$ cat src/rtl/qs_bank_sched_pkg.sv
// Shared types and sizing for the sort-bank scheduler.
package qs_bank_sched_pkg;

  localparam int unsigned BANKS_N = 4;
  localparam int unsigned N       = 8;
  localparam int unsigned BID_W   = $clog2(BANKS_N);
  localparam int unsigned LEN_W   = $clog2(N) + 1;

  typedef logic [BID_W-1:0] bank_id_t;
  typedef logic [LEN_W-1:0] len_t;

  // Bank lifecycle; each stage owns exactly one busy status.
  typedef enum logic [2:0] {
    BankIdle      = 3'd0,
    BankLoading   = 3'd1,
    BankReady     = 3'd2,
    BankSorting   = 3'd3,
    BankSorted    = 3'd4,
    BankUnloading = 3'd5
  } bank_status_t;

  // Status a bank moves to when the stage holding it in status s releases it.
  function automatic bank_status_t next_status(bank_status_t s);
    bank_status_t n;
    unique case (s)
      BankLoading:   n = BankReady;
      BankSorting:   n = BankSorted;
      BankUnloading: n = BankIdle;
      default:       n = s;
    endcase
    return n;
  endfunction

endpackage

$ cat src/rtl/qs_bank_sched_stage.sv
// One scheduling stage: round-robin pointer, ownership flag and grant register.
// Issues acquire/release strobes; the shared status array lives in the top.
module qs_bank_sched_stage
  import qs_bank_sched_pkg::*;
#(
  parameter int unsigned  BanksN    = 4,
  parameter int unsigned  BidW      = 2,
  parameter bank_status_t ReqState  = BankIdle,
  parameter bank_status_t BusyState = BankLoading
) (
  input  logic            clk,
  input  logic            rst,
  input  logic            req,
  input  logic            rel,
  input  logic            rel_veto,
  input  bank_status_t    ptr_state,
  output logic [BidW-1:0] ptr,
  output logic            acq,
  output bank_status_t    acq_state,
  output logic            rel_ok,
  output bank_status_t    rel_state,
  output logic            rel_err,
  output logic            gnt_r,
  output logic [BidW-1:0] idx_r
);

  logic [BidW-1:0] ptr_q;
  logic [BidW-1:0] idx_q;
  logic            own_q;
  logic            gnt_q;

  // Grant/release decode from registered state only; a release blocks a same-cycle grant.
  always_comb begin
    acq     = req & ~own_q & ~rel & (ptr_state == ReqState);
    rel_ok  = rel & own_q & ~rel_veto;
    rel_err = rel & ~own_q;
  end

  assign acq_state = BusyState;
  assign rel_state = next_status(BusyState);

  // Pointer, ownership and grant pulse; ptr wraps naturally since BanksN is a power of two.
  always_ff @(posedge clk) begin
    if (rst) begin
      ptr_q <= '0;
      idx_q <= '0;
      own_q <= 1'b0;
      gnt_q <= 1'b0;
    end else begin
      gnt_q <= acq;
      if (acq) begin
        idx_q <= ptr_q;
        ptr_q <= ptr_q + BidW'(1);
        own_q <= 1'b1;
      end else if (rel_ok) begin
        own_q <= 1'b0;
      end
    end
  end

  assign ptr   = ptr_q;
  assign gnt_r = gnt_q;
  assign idx_r = idx_q;

endmodule

$ cat src/rtl/qs_bank_sched.sv
// Bank ownership scheduler for the enqueue, sort and dequeue controllers.
// Banks are acquired by each stage in strict round-robin order.
module qs_bank_sched
  import qs_bank_sched_pkg::*;
#(
  parameter int unsigned BANKS_N = qs_bank_sched_pkg::BANKS_N,
  parameter int unsigned N       = qs_bank_sched_pkg::N,
  localparam int unsigned BidW   = $clog2(BANKS_N),
  localparam int unsigned LenW   = $clog2(N) + 1
) (
  input  logic            clk,
  input  logic            rst,
  input  logic            enq_req,
  output logic            enq_gnt_r,
  output logic [BidW-1:0] enq_idx_r,
  input  logic            enq_rel,
  input  logic [LenW-1:0] enq_rel_len,
  input  logic            srt_req,
  output logic            srt_gnt_r,
  output logic [BidW-1:0] srt_idx_r,
  output logic [LenW-1:0] srt_len_r,
  input  logic            srt_rel,
  input  logic            deq_req,
  output logic            deq_gnt_r,
  output logic [BidW-1:0] deq_idx_r,
  output logic [LenW-1:0] deq_len_r,
  input  logic            deq_rel,
  output logic            idle_r,
  output logic            err_r
);

  localparam logic [LenW-1:0] LenMax = LenW'(N);

  bank_status_t    state_q [BANKS_N];
  bank_status_t    state_d [BANKS_N];
  logic [LenW-1:0] len_q   [BANKS_N];
  logic [LenW-1:0] len_d   [BANKS_N];
  logic [LenW-1:0] srt_len_q, deq_len_q;
  logic            err_q, err_d;
  logic            idle;
  logic            enq_len_bad;

  logic [BidW-1:0] enq_ptr, srt_ptr, deq_ptr;
  logic            enq_acq, srt_acq, deq_acq;
  logic            enq_rel_ok, srt_rel_ok, deq_rel_ok;
  logic            enq_rel_err, srt_rel_err, deq_rel_err;
  bank_status_t    enq_acq_st, srt_acq_st, deq_acq_st;
  bank_status_t    enq_rel_st, srt_rel_st, deq_rel_st;

  // An oversize length is an error and must leave the bank untouched.
  assign enq_len_bad = enq_rel & (enq_rel_len > LenMax);

  qs_bank_sched_stage #(
    .BanksN    (BANKS_N),
    .BidW      (BidW),
    .ReqState  (BankIdle),
    .BusyState (BankLoading)
  ) u_enq (
    .clk       (clk),
    .rst       (rst),
    .req       (enq_req),
    .rel       (enq_rel),
    .rel_veto  (enq_len_bad),
    .ptr_state (state_q[enq_ptr]),
    .ptr       (enq_ptr),
    .acq       (enq_acq),
    .acq_state (enq_acq_st),
    .rel_ok    (enq_rel_ok),
    .rel_state (enq_rel_st),
    .rel_err   (enq_rel_err),
    .gnt_r     (enq_gnt_r),
    .idx_r     (enq_idx_r)
  );

  qs_bank_sched_stage #(
    .BanksN    (BANKS_N),
    .BidW      (BidW),
    .ReqState  (BankReady),
    .BusyState (BankSorting)
  ) u_srt (
    .clk       (clk),
    .rst       (rst),
    .req       (srt_req),
    .rel       (srt_rel),
    .rel_veto  (1'b0),
    .ptr_state (state_q[srt_ptr]),
    .ptr       (srt_ptr),
    .acq       (srt_acq),
    .acq_state (srt_acq_st),
    .rel_ok    (srt_rel_ok),
    .rel_state (srt_rel_st),
    .rel_err   (srt_rel_err),
    .gnt_r     (srt_gnt_r),
    .idx_r     (srt_idx_r)
  );

  qs_bank_sched_stage #(
    .BanksN    (BANKS_N),
    .BidW      (BidW),
    .ReqState  (BankSorted),
    .BusyState (BankUnloading)
  ) u_deq (
    .clk       (clk),
    .rst       (rst),
    .req       (deq_req),
    .rel       (deq_rel),
    .rel_veto  (1'b0),
    .ptr_state (state_q[deq_ptr]),
    .ptr       (deq_ptr),
    .acq       (deq_acq),
    .acq_state (deq_acq_st),
    .rel_ok    (deq_rel_ok),
    .rel_state (deq_rel_st),
    .rel_err   (deq_rel_err),
    .gnt_r     (deq_gnt_r),
    .idx_r     (deq_idx_r)
  );

  // Apply stage strobes; each stage touches only banks in its own statuses, so no conflicts.
  always_comb begin
    state_d = state_q;
    len_d   = len_q;
    if (enq_acq)    state_d[enq_ptr]   = enq_acq_st;
    if (srt_acq)    state_d[srt_ptr]   = srt_acq_st;
    if (deq_acq)    state_d[deq_ptr]   = deq_acq_st;
    if (enq_rel_ok) begin
      state_d[enq_idx_r] = enq_rel_st;
      len_d[enq_idx_r]   = enq_rel_len;
    end
    if (srt_rel_ok) state_d[srt_idx_r] = srt_rel_st;
    if (deq_rel_ok) state_d[deq_idx_r] = deq_rel_st;
    err_d = err_q | enq_len_bad | enq_rel_err | srt_rel_err | deq_rel_err;
  end

  // All banks idle implies no stage owns a bank, since ownership means a busy status.
  always_comb begin
    idle = 1'b1;
    for (int i = 0; i < int'(BANKS_N); i++) begin
      if (state_q[i] != BankIdle) idle = 1'b0;
    end
  end

  // Bank status/length array, captured lengths and sticky error.
  always_ff @(posedge clk) begin
    if (rst) begin
      for (int i = 0; i < int'(BANKS_N); i++) begin
        state_q[i] <= BankIdle;
        len_q[i]   <= '0;
      end
      srt_len_q <= '0;
      deq_len_q <= '0;
      err_q     <= 1'b0;
    end else begin
      for (int i = 0; i < int'(BANKS_N); i++) begin
        state_q[i] <= state_d[i];
        len_q[i]   <= len_d[i];
      end
      if (srt_acq) srt_len_q <= len_q[srt_ptr];
      if (deq_acq) deq_len_q <= len_q[deq_ptr];
      err_q <= err_d;
    end
  end

  assign srt_len_r = srt_len_q;
  assign deq_len_r = deq_len_q;
  assign idle_r    = idle;
  assign err_r     = err_q;

endmodule

$ cat config.mk
export PLATFORM = sky130hd
export DESIGN_NAME = qs_bank_sched
export DESIGN_NICKNAME = d
export VERILOG_FILES = /design/src/rtl/qs_bank_sched_pkg.sv /design/src/rtl/qs_bank_sched_stage.sv /design/src/rtl/qs_bank_sched.sv
export SDC_FILE = /design/constraint.sdc
export NUM_CORES = 1
export LEC_CHECK = 0
export ABC_AREA = 0
export CAP_MARGIN = 30
export CORE_ASPECT_RATIO = 1.5
export CORE_MARGIN = 4
export CORE_UTILIZATION = 55
export DETAILED_ROUTE_END_ITERATION = 7
export GPL_TIMING_DRIVEN = 0
export HOLD_SLACK_MARGIN = 0.03
export PLACE_DENSITY = 0.81
export SYNTH_ARGS = -nofsm -noshare
export SYNTH_HDL_FRONTEND = slang
export SYNTH_SLANG_ARGS = --single-unit
$ cat constraint.sdc
create_clock -name clk -period 5.3 [get_ports clk]
set_input_delay 1.06 -clock clk [delete_from_list [all_inputs] [get_ports clk]]
set_output_delay 1.06 -clock clk [all_outputs]
set_load 0.02 [all_outputs]
# == Word level (Yosys, flattened, before mapping) ==
# Cells that the tools add are included.
# totals
ff_bits,55
output_inout_bits,19
word_cells,152
# classes
n_addsub,3
n_lt_le_gt_ge,13
n_eq_ne,2
muxes,46
bitwise_logic,51
n_reduce_logical,14
# ops
operator,n
$mux 12,6
$demux 3 s2,6
$mux 3,12
$and 8x8->8,3
$not 8->8,3
$mux 4,5
$bmux 3 s2,3
$ge 3x3->1 const B,6
$lt 3x1->1 const B,6
$not 2->3,6
$and 1x1->1,17
$bmux 4 s2,2
$bwmux 16,1
$or 8x8->8,2
$and 12x12->12,1
$not 12->12,1
$or 4x4->4,3
$reduce_bool 3->1,4
$mux 1,10
$and 4x4->4,2
$demux 4 s2,1
$not 4->4,2
$not 1->1,7
$add 2x1->2 const B,3
7 further kinds,17

# == Depth between registers and ports, before layout ==
# logic_depth
word_depth,18
ltp_mapped,8
mapped_depth_nobuf,6

# == Cells and area by module ==
# A second synthesis with hierarchy kept.
# hier_totals
cells_unflattened,410
hier_area_um2,3649.8
# by_module_without_submodules
mod,instances,cells_each,area_per_inst_um2,seq_area_each_um2
qs_bank_sched,1,300,2690.1,740.7
qs_bank_sched_stage at u_deq,1,37,332.8,120.1
qs_bank_sched_stage at u_srt,1,39,314.1,120.1
qs_bank_sched_stage at u_enq,1,34,312.8,120.1

# == Least setup slack after synthesis ==
# No wires, ideal clock.
# synth_path
path_kind,input to register
start,in enq_rel_len[1]
end,reg state_q[5] (netlist name)
t_arrival_ps,2346
t_required_ps,5184
path_slack_ps,2838
cell_stages,6
n_path_buf,1
cell_sequence,o31ai_4 > nand3_2 > or3b_1 > buf_6 > a41o_1 > a41o_1
# synth_between
elab_chain_len,9
# synth_rtl
element,line,rtl
from (decl),qs_bank_sched.sv:17,"input logic [LenW-1:0] enq_rel_len,"
$gt 4x4->1 (*),qs_bank_sched.sv:51,assign enq_len_bad = enq_rel & (enq_rel_len > LenMax);
$and 1x1->1 (*),qs_bank_sched.sv:51,
$not 1->1 (*),qs_bank_sched_stage.sv:35,rel_ok = rel & own_q & ~rel_veto;
$and 1x1->1 (*),qs_bank_sched_stage.sv:35,
$mux 12 (*),qs_bank_sched.sv:126,if (enq_rel_ok) begin
$or 4x4->4 (no line),-,
$mux 12 (*),qs_bank_sched.sv:130,if (srt_rel_ok) state_d[srt_idx_r] = srt_rel_st;
$and 12x12->12 (no line),-,
$mux 12 (*),qs_bank_sched.sv:131,if (deq_rel_ok) state_d[deq_idx_r] = deq_rel_st;
"to (signal, indexed assignment)",qs_bank_sched.sv:147,state_q[i] <= BankIdle;
"to (signal, indexed assignment)",qs_bank_sched.sv:155,state_q[i] <= state_d[i];
to (decl),qs_bank_sched.sv:34,bank_status_t state_q [BANKS_N];
# Every way passes the cells marked *; elsewhere a longest branch is shown, timed or not.
# A chain may end at the register's enable or synchronous reset.

# == Worst setup path after layout ==
# layout_path
start,reg state_q[5] (netlist name)
end,out idle_r
# layout_between
elab_chain_len,3
# layout_rtl
element,line,rtl
$reduce_bool 3->1,qs_bank_sched.sv:139,if (state_q[i] != BankIdle) idle = 1'b0;
$mux 1 (2 in series),qs_bank_sched.sv:139,
to (decl),qs_bank_sched.sv:28,"output logic idle_r,"
# Every way passes these cells.

==> summary.md <==
| Metric | Value |
|---|---|
| Area grow syn2layout | 16.6% |
| Hold Crit Depth | 2 |
| PwrDens | about 230 mW/mm² |
| Delay-heaviest family, CP | simple AND/OR/NAND/NOR gates |
| Syn_nets | 317 |
| Met3 Use GR | 0.0456 |
| Synth top area cells | dfxtp_1 39%, mux2i_1 8.9%, mux4_2 6.4%, nor2_1 5.9%, ha_1 5.3% |
| Clk slew on worst S/H paths | 0.10 ns |
| Routed Antenna Nets | 0 |
| Measured slew at the worst slew-check pin | slightly above 0.6 ns |
| Setup TNS | 0 ns |
| Max cap viols | 0 |
| Prevailing post-synth register cell | dfxtp_1 |
| Number of H-tree levels | 2 |
| FF-to-FF setup slack | 3.10 ns |
| Post-placement cell count | slightly below 400 |
| Worst hold endpoint | deq_len_r[3] |
| Cell area after layout | approximately 0.0033 mm² |
| Outcome | completed |
| Cell Rows | 31 |
| Async SR Flop Fraction | 0 |
| Critical path, cell by cell | or3_1 > nor4_1 > and3_1 > clkdlybuf4s50_1 |
| DR iter-0 viols | about 190 |
| Largest stage delay, worst path | between 0.5 and 0.6 ns |
| I/O pins | 31 |
| Vias in the first global route | roughly 2300 |
| Worst Path Max Fanout | 5 |
| Global route total overflow | 0 |
| Placed Instance Area | about 0.0032 mm² |
| Die height | ~96 µm |
| Post-Syn Area | between 0.002 and 0.003 mm² |
| Post-synth top cells | 55 x dfxtp_1, 44 x nor2_1, 25 x mux2i_1, 16 x inv_1, 13 x nand2_1 |
| Drt drc | 0 |
| Ant diodes | 0 |
| Clk_lat worst skew | about 0.31 ns |
| EDFF count, synth | 0 |
| Overall die width | approximately 66 µm |
| Worst EP arrival | 2.03 ns |
| RSZ-0062 raised after global routing | no |
| CTS Buffer Depth | 2 |
| Post-synth cell types | 54 |
| Root buf cell | clkbuf_8 |
| Top-count cell post-synth | dfxtp_1 |
| I/O Buffers | 30 |
| Met1 GRT Util | 0.267 |
| Nature of the critical path startpoint | register |
| CP Capture Type | primary output |
| Crit Path Category | register to primary output |
| Pins Over Slew Limit | 0 |
| First-pass GRT wire length | around 11000 µm |
| RD Place Congestion | about 0.85 |
| CTS Sinks | 55 |
| Max Fclk | about 320 MHz |
| Hold slack | about 0.5 ns |
| Max_slew headroom | 0.588 |
| Register area share after synthesis | 0.390 |
| Cts hold-fix bufs | 0 |
| Crit path time final | roughly 3.1 ns |
| HPWL Detailed | 5250 µm |
| Fill count | roughly 430 |
| Finished Layout Cells | roughly 400 |
| Setup Skew | a little over 0.007 ns |
| Slowest stage cell, crit path | clkdlybuf4s50_1 |
| TritonRoute pass-1 iters | 5 |
| CP required | ~4.2 ns |
| Buf/Inv on CP | 1 |
| DR WL/cell | 17.9 µm |
| Layout cells sized above 1 | 0.0906 |
| Synthesized flop and latch total | 55 |
| Synth top area share | 0.390 |
| GR Util met2 | 0.437 |
| Post-CTS Setup Bufs | 0 |
| Worst Hold Class | register to register |
| Initial Util | 0.577 |
| Synth Instances | a little under 300 |
| Largest net degree at the start of global routing | 17 |
| Ys Warns | 0 |
| CTS tree | done |
| Final Hold Fails | 0 |
| Routed WL | between 7000 and 8000 µm |
| RR Startpoint | u_deq.ptr[0] |
| Worst Hold Launch | deq_len_r[3] |
| R2r endpoint | deq_len_r[2] |
| Static Leak | around 1.4 nW |
| Total Routing Usage GR | 0.239 |
| # nets final | 354 |
| Depth of the worst register-to-register path | 8 |
| Via count | roughly 2400 |
| Dominant cell type by area after synthesis | dfxtp_1 |
| Die Area | 0.00636 mm² |
| Final setup fails | 0 |
| Multi-input gate area | between 0.0015 and 0.002 mm² |
| Max IR drop VDD | ~0.22 mV |
| Initial antenna violation count | 0 |
| Post-Route Utilization | 0.673 |
| Syn Area/Cell | roughly 9.6 µm² |
| CTS buffer count | 5 |
| GR peak layer | met2 |
| Via density | approximately 6.0 |
| Storage element area | 0.00110 mm² |
| CORE AREA | roughly 0.005 mm² |
| Tcrit/Tclk final | 0.583 |
| Post-CTS sizing | 0 |
worst max path at each step:
stage | from | endpoint | slack, ns | depth (start not counted)
after CTS | state_q[5] | idle_r | 2.22 | 4
after global placement | enq_rel_len[1] | state_q[11] | 2.10 | 7
after global routing | state_q[5] | idle_r | 2.13 | 4
after detailed placement | enq_rel_len[1] | state_q[11] | 2.08 | 7
after floorplan | enq_rel_len[1] | state_q[5] | 2.84 | 6
final | state_q[5] | idle_r | 2.21 | 4
sequential cells by signal (all words and copies together), names as in the netlist:
signal / count
deq_len_r: 4
u_enq.idx_r: 2
u_deq.gnt_r: 1
srt_len_r: 4
u_srt.gnt_r: 1
u_deq.ptr: 2
state_q: 12
u_enq.own_q: 1
u_srt.own_q: 1
u_srt.idx_r: 2
len_q: 16
u_enq.ptr: 2
u_enq.gnt_r: 1
u_srt.ptr: 2
u_deq.own_q: 1
u_deq.idx_r: 2
err_r: 1
cells in the final DEF, fill, tap and decap left out, types with 4 or more instances in the layout:
master and instances:
dfxtp_1 55, nor2_1 44, clkdlybuf4s50_1 30, mux2i_1 25
inv_1 16, nand2_1 13, a21oi_1 12, ha_1 12
nand3_1 8, mux4_2 8, clkbuf_1 7, and3_1 6
a41oi_1 6, nor4b_1 5, clkbuf_8 5, buf_4 4
a211oi_1 4, o311a_1 4, a41o_1 4
layer usage:
| metal | vias to the layer above | routed length, µm |
|---|---|---|
| met3 | 17 | 260 |
| met1 | 1155 | 2750 |
| met5 | - | 0 |
| met4 | 0 | 211 |
| li1 | 1135 | - |
| met2 | 63 | 3870 |
report_power, final:
part | switching (mW) | internal (mW)
registers | 0.00925 | 0.420
logic | 0.0500 | 0.0378
clock network | 0.139 | 0.0929
area by class of cell:
cell class	count	share of cell area
clock buffer	6	0.0221
timing repair buffer	30	0.0913
buffer	16	0.0289
multi-input combinational	206	0.476
sequential	55	0.335
tap	66	0.0251
inverter	16	0.0183
clock inverter	2	0.00381
logic make-up (layout without fill, tap and decap cells):
family          Yosys count  count (layout)  synth area share
flops                    55              55             0.390
compound gates           57              57             0.155
mux                      33              33             0.153
fa+ha+maj                12              12            0.0532
buf+inv                  32              70            0.0550
simple gates            101             101             0.184
xor+xnor                  3               3           0.00932
through the flow:
| step | total power [mW] | setup WS, ns |
|---|---|---|
| after CTS | 0.749 | 2.22 |
| after global routing | 0.778 | 2.13 |
| after floorplan | 0.490 | 2.84 |
| after global placement | 0.524 | 2.10 |
| final | 0.749 | 2.21 |
| after detailed placement | 0.526 | 2.08 |
worst register-to-register path: cells and delay by family, from the launching register on:
family	cells	cell delay [ns]
AO/OA/AOI/OAI	2	0.51
multiplexers	1	0.19
flip-flops	1	0.35
AND/OR/NAND/NOR	2	0.35
buffers and inverters	3	0.67
Power figures use the tool's default switching activity.
